==> config.mk <==
export PLATFORM = sky130hd
export DESIGN_NAME = program_sequencer
export DESIGN_NICKNAME = d
export VERILOG_FILES = /design/src/rtl/program_sequencer.sv
export SDC_FILE = /design/constraint.sdc
export NUM_CORES = 1
export LEC_CHECK = 0
export BUFFER_PORTS_ARGS = -buffer_cell sky130_fd_sc_hd__buf_2
export CORE_ASPECT_RATIO = 2
export CORE_MARGIN = 2
export CORE_UTILIZATION = 30
export DETAILED_ROUTE_END_ITERATION = 10
export PLACE_DENSITY = 0.56
export SYNTH_ARGS = -nofsm -noshare
export SYNTH_HDL_FRONTEND = slang
export SYNTH_SLANG_ARGS = --single-unit
==> constraint.sdc <==
create_clock -name clock -period 2 [get_ports clock]
set_input_delay 0.1 -clock clock [delete_from_list [all_inputs] [get_ports clock]]
set_output_delay 0.1 -clock clock [all_outputs]
set_load 0.1 [all_outputs]
==> src/rtl/program_sequencer.sv <==
// program_sequencer: turns debounced front-panel button edges into processor
// runs (core held in reset while the regfile copies a program, then run until
// a branch-to-self halt or a timeout) and into single-word data-memory
// save/load transactions driven from the switches.
module program_sequencer #(
  parameter int COPY_CYCLES = 4,
  parameter int RUN_TIMEOUT = 1024
) (
  input  logic        clock,
  input  logic        reset,
  input  logic        fib_act,
  input  logic        sort_act,
  input  logic        save_act,
  input  logic        load_act,
  input  logic [15:0] sw,
  input  logic [31:0] pc,
  input  logic [31:0] mem_rdata,
  output logic        cpu_reset,
  output logic [31:0] program_selector,
  output logic        mem_override,
  output logic [31:0] mem_addr,
  output logic [31:0] mem_wdata,
  output logic        mem_wr,
  output logic        mem_oe,
  output logic [31:0] load_data,
  output logic        busy,
  output logic        done,
  output logic        timeout,
  output logic [31:0] cycle_count
);

  typedef enum logic [2:0] {S_IDLE, S_COPY, S_RUN, S_MEM_WR, S_MEM_RD} state_t;

  localparam int            CW        = (COPY_CYCLES > 1) ? $clog2(COPY_CYCLES) : 1;
  localparam logic [CW-1:0] COPY_LAST = CW'(COPY_CYCLES - 1);
  localparam logic [31:0]   RUN_LAST  = 32'(RUN_TIMEOUT - 1);

  state_t        state_q, state_d;
  logic          fib_q, fib_d, sort_q, sort_d, save_q, save_d, load_q, load_d;
  logic [CW-1:0] copy_cnt_q, copy_cnt_d;
  logic [1:0]    prog_id_q, prog_id_d;
  logic [1:0]    sel_q, sel_d;
  logic [31:0]   prev_pc_q, prev_pc_d;
  logic          pv_q, pv_d;
  logic [6:0]    addr_q, addr_d;
  logic [7:0]    data_q, data_d;
  logic [31:0]   load_data_q, load_data_d;
  logic [31:0]   cycle_count_q, cycle_count_d;
  logic          timeout_q, timeout_d;
  logic          done_q, done_d;
  logic          busy_q, busy_d;
  logic          ovr_q, ovr_d, wr_q, wr_d, oe_q, oe_d;
  logic          accept, halt;
  logic          unused_sw15;

  assign unused_sw15 = sw[15];

  // Next-state, command acceptance and registered-output computation
  always_comb begin
    state_d       = state_q;
    fib_d         = fib_act;
    sort_d        = sort_act;
    save_d        = save_act;
    load_d        = load_act;
    copy_cnt_d    = copy_cnt_q;
    prog_id_d     = prog_id_q;
    prev_pc_d     = prev_pc_q;
    pv_d          = pv_q;
    addr_d        = addr_q;
    data_d        = data_q;
    load_data_d   = load_data_q;
    cycle_count_d = cycle_count_q;
    timeout_d     = timeout_q;
    done_d        = 1'b0;
    accept        = 1'b0;
    halt          = 1'b0;
    case (state_q)
      S_IDLE: begin
        // Only one edge is taken per cycle; lower-priority edges are dropped.
        if (fib_act & ~fib_q) begin
          state_d = S_COPY; prog_id_d = 2'd1; accept = 1'b1;
        end else if (sort_act & ~sort_q) begin
          state_d = S_COPY; prog_id_d = 2'd2; accept = 1'b1;
        end else if (save_act & ~save_q) begin
          state_d = S_MEM_WR; accept = 1'b1;
        end else if (load_act & ~load_q) begin
          state_d = S_MEM_RD; accept = 1'b1;
        end
        if (accept) begin
          addr_d    = sw[14:8];
          data_d    = sw[7:0];
          timeout_d = 1'b0;
        end
        if (state_d == S_COPY) begin
          copy_cnt_d    = '0;
          cycle_count_d = '0;
          pv_d          = 1'b0;
        end
      end
      S_COPY: begin
        if (copy_cnt_q == COPY_LAST) state_d = S_RUN;
        else copy_cnt_d = copy_cnt_q + 1'b1;
      end
      S_RUN: begin
        cycle_count_d = cycle_count_q + 32'd1;
        prev_pc_d     = pc;
        pv_d          = 1'b1;
        // A branch-to-self halt takes precedence over a same-cycle timeout.
        halt = pv_q & (pc == prev_pc_q);
        if (halt) begin
          state_d = S_IDLE; done_d = 1'b1;
        end else if (cycle_count_q == RUN_LAST) begin
          state_d = S_IDLE; done_d = 1'b1; timeout_d = 1'b1;
        end
      end
      S_MEM_WR: begin
        state_d = S_IDLE; done_d = 1'b1;
      end
      S_MEM_RD: begin
        load_data_d = mem_rdata;
        state_d     = S_IDLE; done_d = 1'b1;
      end
      default: state_d = S_IDLE;
    endcase
    busy_d = (state_d != S_IDLE);
    sel_d  = ((state_d == S_COPY) || (state_d == S_RUN)) ? prog_id_d : 2'd0;
    ovr_d  = (state_d == S_MEM_WR) || (state_d == S_MEM_RD);
    wr_d   = (state_d == S_MEM_WR);
    oe_d   = (state_d == S_MEM_RD);
  end

  // State and output registers with synchronous reset
  always_ff @(posedge clock) begin
    if (reset) begin
      state_q       <= S_IDLE;
      fib_q         <= 1'b0;
      sort_q        <= 1'b0;
      save_q        <= 1'b0;
      load_q        <= 1'b0;
      copy_cnt_q    <= '0;
      prog_id_q     <= 2'd0;
      sel_q         <= 2'd0;
      prev_pc_q     <= 32'd0;
      pv_q          <= 1'b0;
      addr_q        <= 7'd0;
      data_q        <= 8'd0;
      load_data_q   <= 32'd0;
      cycle_count_q <= 32'd0;
      timeout_q     <= 1'b0;
      done_q        <= 1'b0;
      busy_q        <= 1'b0;
      ovr_q         <= 1'b0;
      wr_q          <= 1'b0;
      oe_q          <= 1'b0;
    end else begin
      state_q       <= state_d;
      fib_q         <= fib_d;
      sort_q        <= sort_d;
      save_q        <= save_d;
      load_q        <= load_d;
      copy_cnt_q    <= copy_cnt_d;
      prog_id_q     <= prog_id_d;
      sel_q         <= sel_d;
      prev_pc_q     <= prev_pc_d;
      pv_q          <= pv_d;
      addr_q        <= addr_d;
      data_q        <= data_d;
      load_data_q   <= load_data_d;
      cycle_count_q <= cycle_count_d;
      timeout_q     <= timeout_d;
      done_q        <= done_d;
      busy_q        <= busy_d;
      ovr_q         <= ovr_d;
      wr_q          <= wr_d;
      oe_q          <= oe_d;
    end
  end

  // The core sees reset in the same cycle as the system reset.
  assign cpu_reset        = reset | (state_q == S_COPY);
  assign program_selector = {30'd0, sel_q};
  assign mem_override     = ovr_q;
  assign mem_addr         = {25'd0, addr_q};
  assign mem_wdata        = {24'd0, data_q};
  assign mem_wr           = wr_q;
  assign mem_oe           = oe_q;
  assign load_data        = load_data_q;
  assign busy             = busy_q;
  assign done             = done_q;
  assign timeout          = timeout_q;
  assign cycle_count      = cycle_count_q;

endmodule

==> results of run 1 <==
-- per-layer routing --
| layer | share of wire (%) | global-route usage [%] |
|---|---|---|
| met3 | 4.8 | 3.444 |
| met1 | 36 | 15.58 |
| met4 | 3.1 | 8.108 |
| met5 | 0 | 0 |
| met2 | 56 | 31.27 |
-- cell families (layout without fill, tap and decap cells) --
group / after synthesis / count (layout) / synth area share (%)
compound gates: 117 / 117 / 10.96
other cells: 1 / 79 / 0.06260
flops: 131 / 131 / 43.78
fa+ha+maj: 2 / 2 / 0.4176
xor+xnor: 35 / 35 / 5.117
simple gates: 302 / 302 / 23.22
mux: 22 / 22 / 3.801
buf+inv: 120 / 322 / 12.64
-- path summary, 6_finish.rpt --
check	endpoint	slack (ns)	cells past startpoint
max reg2reg	timeout	0.04	8
min reg2reg	load_data[7]	0.45	2
min	copy_cnt_q[1]	0.1	2
max	timeout	0.03	9
-- area by class of cell --
cell class                      count  area, µm²
Timing Repair Buffer              286       1948
Multi-Input combinational cell    557       2962
Sequential cell                   131       2694
Clock buffer                       21      481.7
Fill cell                        2031      11180
Clock inverter                     11      121.4
Inverter                            4      15.01
Tap cell                          262      327.8
-- power by group through the flow --
| stage | combinational (mW) | clock, mW | sequential [mW] |
|---|---|---|---|
| 2_1_floorplan | 1.11 | 0 | 3.16 |
| 5_1_grt | 1.88 | 3.40 | 2.74 |
| 3_3_place_gp | 1.66 | 0 | 2.78 |
| 6_report | 1.80 | 3.18 | 2.73 |
| 3_5_place_dp | 1.66 | 0 | 2.79 |
| 4_1_cts | 1.80 | 3.29 | 2.73 |
-- flip-flops by register name, indices dropped and copies added (netlist names), 2 cells and up --
signal,count
cycle_count,32
data_q,8
addr_q,7
load_data,32
copy_cnt_q,2
prog_id_q,2
prev_pc_q,32
state_q,3
sel_q,2
-- critical path: cells and delay by family --
kind | cells | cell delay (ns)
buffers and inverters | 3 | 0.91
AND/OR/NAND/NOR | 4 | 0.89
XOR/XNOR | 1 | 0.19
AO/OA/AOI/OAI | 1 | 0.17
-- cell usage in the layout, fill, tap and decap left out, types with 3 or more instances in the layout --
| cell | Yosys | routed |
|---|---|---|
| mux2_2 | 6 | 6 |
| and4_1 | 4 | 4 |
| a21oi_1 | 85 | 84 |
| nand2_1 | 156 | 156 |
| xnor2_1 | 3 | 3 |
| xor2_1 | 32 | 31 |
| nor4_1 | 14 | 12 |
| dlygate4sd3_1 | 0 | 83 |
| or2_2 | 3 | 3 |
| nor2b_1 | 7 | 7 |
| nor3_1 | 5 | 5 |
| dfxtp_2 | 0 | 15 |
| nor2_1 | 54 | 54 |
| conb_1 | 1 | 79 |
| dfxtp_4 | 0 | 14 |
| inv_1 | 4 | 4 |
| and3_1 | 5 | 5 |
| o41ai_1 | 3 | 3 |
| mux2i_1 | 16 | 16 |
| buf_4 | 80 | 32 |
| dfxtp_1 | 131 | 102 |
| o21ai_0 | 4 | 4 |
| nand3_1 | 20 | 18 |
| nand3_2 | 1 | 3 |
| clkinv_2 | 0 | 3 |
| clkbuf_16 | 0 | 18 |
| nand4_1 | 7 | 7 |
| o211ai_1 | 9 | 9 |
| buf_2 | 5 | 169 |
| or3_1 | 7 | 6 |
| a31oi_1 | 3 | 3 |
| nand2b_1 | 4 | 4 |
-- per-stage QoR --
step	setup TNS (ns)	total power, mW	cell area (µm²)
2_1_floorplan	0	4.268	6372
3_3_place_gp	-0.5282	4.442	7078
3_5_place_dp	-0.6521	4.450	7078
4_1_cts	0	7.816	8531
5_1_grt	-0.1051	8.019	8549
6_report	0	7.700	8549
-- what timing repair did --
action                                  4_1_cts  5_1_grt
gates resized for setup                       4        6
pin swaps                                     2        6
hold buffers                                 83        0
endpoints found under the setup margin        8       17
gates cloned                                  0        0
endpoints found under the hold margin        83        0
==> flow_summary.json, run 1 <==
{
  "crit_fanout": 2,
  "synth-edff-count": 0,
  "hp-start": "reset",
  "switching_share_pct": 34.54,
  "relSlewSlack_pct": 65.19,
  "die_x_um": 103.9,
  "nets": 1085,
  "synth_area_leaders": "dfxtp_1, buf_4, nand2_1",
  "maxCapViolations": 0,
  "slew_violations": 0,
  "ant_nets": 0,
  "post-route-util_pct": 43.33,
  "clkPwrFrac_pct": 41.3,
  "worst_pin_slew_ns": 0.5258,
  "path_clk_slew_ns": 0.06,
  "gr-total-overflow": 0,
  "slowest_delay_ns": 0.60,
  "critPathLaunch": "pc[6]",
  "cts-root-buf": "clkbuf_16",
  "path_cells": "dlygate4sd3_1 > xor2_2 > nor4_2 > buf_4 > nand4_1 > or3_4 > buf_4 > a32oi_1 > nor2_1",
  "pin_count": 253,
  "clock_path_buffers": 2,
  "max_freq_ghz": 0.5086,
  "hold_viol": 0,
  "numCtsBuffers": 17,
  "dp_cells": 1159,
  "p_leak_nw": 3.790,
  "cp_common_cell": "buf_4",
  "initial_core_util_pct": 30.37,
  "setup_slack_ns": 0.03374,
  "grt_pass1_wl_um": 27090,
  "layout-area-overhead-vs-synth_pct": 42.71,
  "dieArea_mm2": 0.02118,
  "drt_wl_total_um": 17010,
  "vias": 5640,
  "crit_arrival_ns": 2.26,
  "criticalPathCategory": "in -> reg",
  "cpMaxStageDelayCell": "dlygate4sd3_1",
  "drt-vias-per-instance": 4.434,
  "power_frac_seq_pct": 35.4,
  "critPathLaunchType": "input pin",
  "synth_area_mm2": 0.005991,
  "dp_slack_ns": -0.1094,
  "combPwrFrac_pct": 23.3,
  "p_int_mw": 5.041,
  "rsz0062_at_grt": "true",
  "instances_no_fill": 1272,
  "synth_most_common_cell": "nand2_1",
  "placementRows": 73,
  "avgSynthCellArea_um2": 8.207,
  "outcome": "completed",
  "vdd_drop_max_mv": 0.5304,
  "clock_latency_ns": 0.42,
  "gr-usage-all-layers_pct": 16.03,
  "wl_per_cell_um": 13.37,
  "min_period_ns": 1.966,
  "setup-violations-final": 0,
  "synth_ff_type": "dfxtp_1",
  "first_global_vias": 5455,
  "netlist_instances": 730,
  "drc_errors": 0,
  "drtIter0Drc": 207,
  "dp_hpwl_um": 11810,
  "globalplace.congestion": 0.7839,
  "finalCritPeriodShare_pct": 98.31,
  "rr_startpoint": "prev_pc_q[6]",
  "grt_max_degree": 42,
  "async_flop_share_pct": 0,
  "cts_tree": "yes",
  "antenna_found_initial": 0,
  "hold_ws_ns": 0.09654,
  "h-tree-depth": 4,
  "yosysTopAreaCell": "dfxtp_1",
  "seq_area_frac_synth_pct": 43.78,
  "drive_gt1_share_pct": 28.51,
  "synth_top_area_share_pct": 43.78,
  "synthTopCellsByCount": "nand2_1, dfxtp_1, a21oi_1",
  "port_buffers": 172,
  "die_h_um": 203.8,
  "synth_seq_cells": 131,
  "synth_cell_type_count": 50,
  "worstSetupEndpointType": "register",
  "diodes": 0,
  "required_ns": 2.30,
  "hp-class": "in -> reg",
  "core_area_mm2": 0.01973,
  "synth_warnings": 0,
  "cts_sinks": 131,
  "cts_setup_buffers": 0,
  "power.switching_mw": 2.660,
  "fin_skew_ns": 0.008459,
  "firstDrtPassIters": 4,
  "pwr_density_cell_mw_per_mm2": 900.7
}
Power figures use the tool's default switching activity.
==> run 2: changes to the inputs <==
CELL_PAD_IN_SITES_DETAIL_PLACEMENT = 0   (was not set)
CELL_PAD_IN_SITES_GLOBAL_PLACEMENT = 1   (was not set)
PLACE_DENSITY = 0.74   (was 0.56)
==> flow_summary.json, run 2 (synthesis results as in run 1) <==
{
  "outcome": "completed",
  "clkPwrFrac_pct": 43.2,
  "hold_depth": 2,
  "drive_gt1_share_pct": 28.37,
  "hold_ws_ns": 0.09179,
  "setup-violations-final": 0,
  "final_cell_mix": "buf_2, nand2_1, dfxtp_1",
  "gr-usage-all-layers_pct": 15.85,
  "worst_pin_slew_ns": 0.5424,
  "p_leak_nw": 3.808,
  "criticalPathCategory": "in -> reg",
  "h-tree-depth": 4,
  "grt_max_degree": 49,
  "pin_count": 253,
  "multi_input_area_mm2": 0.002952,
  "ant_nets": 0,
  "antenna_found_initial": 0,
  "use_met1_pct": 15.79,
  "hold_viol": 0,
  "crit_fanout": 6,
  "port_buffers": 172,
  "placed_area_mm2": 0.007041,
  "drtIter0Drc": 166,
  "clock_latency_ns": 0.41,
  "vias": 5618,
  "layout-area-overhead-vs-synth_pct": 43.17,
  "dp_cells": 1154,
  "vdd_drop_max_mv": 0.4465,
  "power_frac_seq_pct": 34.2,
  "nets": 1083,
  "worst_r2r_path_depth": 6,
  "hp-start": "reset",
  "placementRows": 73,
  "instances_no_fill": 1270,
  "diodes": 0,
  "layout_commonest_cell": "buf_2",
  "initial_core_util_pct": 30.37,
  "p_int_mw": 5.329,
  "drt_wl_total_um": 17270,
  "cts-root-buf": "clkbuf_16",
  "core_area_mm2": 0.01973,
  "rr_startpoint": "state_q[2]",
  "die_h_um": 203.8,
  "cts_tree": "yes",
  "max_freq_ghz": 0.5279,
  "wl_per_cell_um": 13.60,
  "regArea_mm2": 0.002693,
  "dp_hpwl_um": 12170,
  "use_met3_pct": 3.093,
  "cts_sinks": 131,
  "relSlewSlack_pct": 63.84,
  "slew_violations": 0,
  "grt-busiest-layer": "met2",
  "drc_errors": 0,
  "path_clk_slew_ns": 0.06,
  "use_met2_pct": 30.66,
  "crit_arrival_ns": 2.17,
  "globalplace.congestion": 0.8088,
  "power.switching_mw": 2.652,
  "r2r-end": "sel_q[0]",
  "dp_slack_ns": 0.005491,
  "grt_pass1_wl_um": 26570,
  "pwr_density_cell_mw_per_mm2": 930.5,
  "n_fill_cell": 1975,
  "worstSetupEndpointType": "register",
  "hold_end": "cycle_count[18]",
  "gr-total-overflow": 0,
  "maxCapViolations": 0,
  "fin_skew_ns": 0.006799,
  "finalCritPeriodShare_pct": 94.71,
  "switching_share_pct": 33.23,
  "firstDrtPassIters": 7,
  "dieArea_mm2": 0.02118,
  "r2r_slack_ns": 0.13,
  "critPathLaunchType": "input pin",
  "hp-class": "in -> reg",
  "setup_slack_ns": 0.1057,
  "die_x_um": 103.9,
  "stdcell_area_mm2": 0.008577,
  "numCtsBuffers": 17,
  "clock_path_buffers": 2,
  "min_period_ns": 1.894,
  "combPwrFrac_pct": 22.6,
  "required_ns": 2.28,
  "first_global_vias": 5229,
  "drt-vias-per-instance": 4.424
}
==> run 2: cell type report <==
class,instances,share of cell area (%)
flip-flops and latches,131,31.39
clock buffers,20,5.704
multi-input cells,557,34.41
clock inverters,12,2.013
inverters,4,0.1751
well taps,262,3.822
repair buffers,284,22.48
==> run 2: repair_timing <==
| item | in CTS | in global routing |
|---|---|---|
| pin swaps | 0 | 7 |
| hold buffers | 83 | 0 |
| setup endpoints to repair | 1 | 16 |
| gates cloned | 0 | 0 |
| hold endpoints to repair | 83 | 0 |
| gates resized for setup | 1 | 7 |
| buffers inserted | 0 | 1 |
==> run 2: worst max path at each step <==
stage	start	to	slack, ns	cells after the start
detailed placement	prev_pc_q[6]	busy	0.005	7
finish	pc[9]	busy	0.11	9
global route	pc[9]	busy	-0.03	9
CTS	prev_pc_q[6]	busy	0.04	7
floorplan	cycle_count[16]	cycle_count[25]	0.0003	6
global placement	prev_pc_q[6]	busy	0.03	7
==> run 2: worst max-delay path, cell delays in order <==
cell,delay (ns)
dlygate4sd3_1,0.55
buf_2,0.14
xor2_1,0.15
nor4_2,0.31
nand4_1,0.16
or3_4,0.42
a21oi_2,0.14
buf_6,0.13
a31oi_1,0.06
==> run 2: stage by stage <==
step                      power, mW  TNS [ns]  util (%)
after global placement        4.454         0     35.69
after CTS                     8.078         0     43.28
after global routing          8.278  -0.04088     43.47
final                         7.981         0     43.47
after detailed placement      4.459         0     35.69
after floorplan               4.268         0         -
==> run 2: layer usage <==
metal / share of wire (%) / wire (µm)
met1: 37 / 6393
met5: 0 / 0
met4: 3.3 / 565
met2: 55 / 9563
met3: 4.3 / 747
==> run 2: power groups by stage <==
stage	sequential (mW)	combinational [mW]	clock, mW
final	2.73	1.81	3.45
after detailed placement	2.78	1.68	0
after global placement	2.78	1.67	0
after global routing	2.74	1.89	3.66
after floorplan	3.16	1.11	0
after CTS	2.73	1.81	3.54
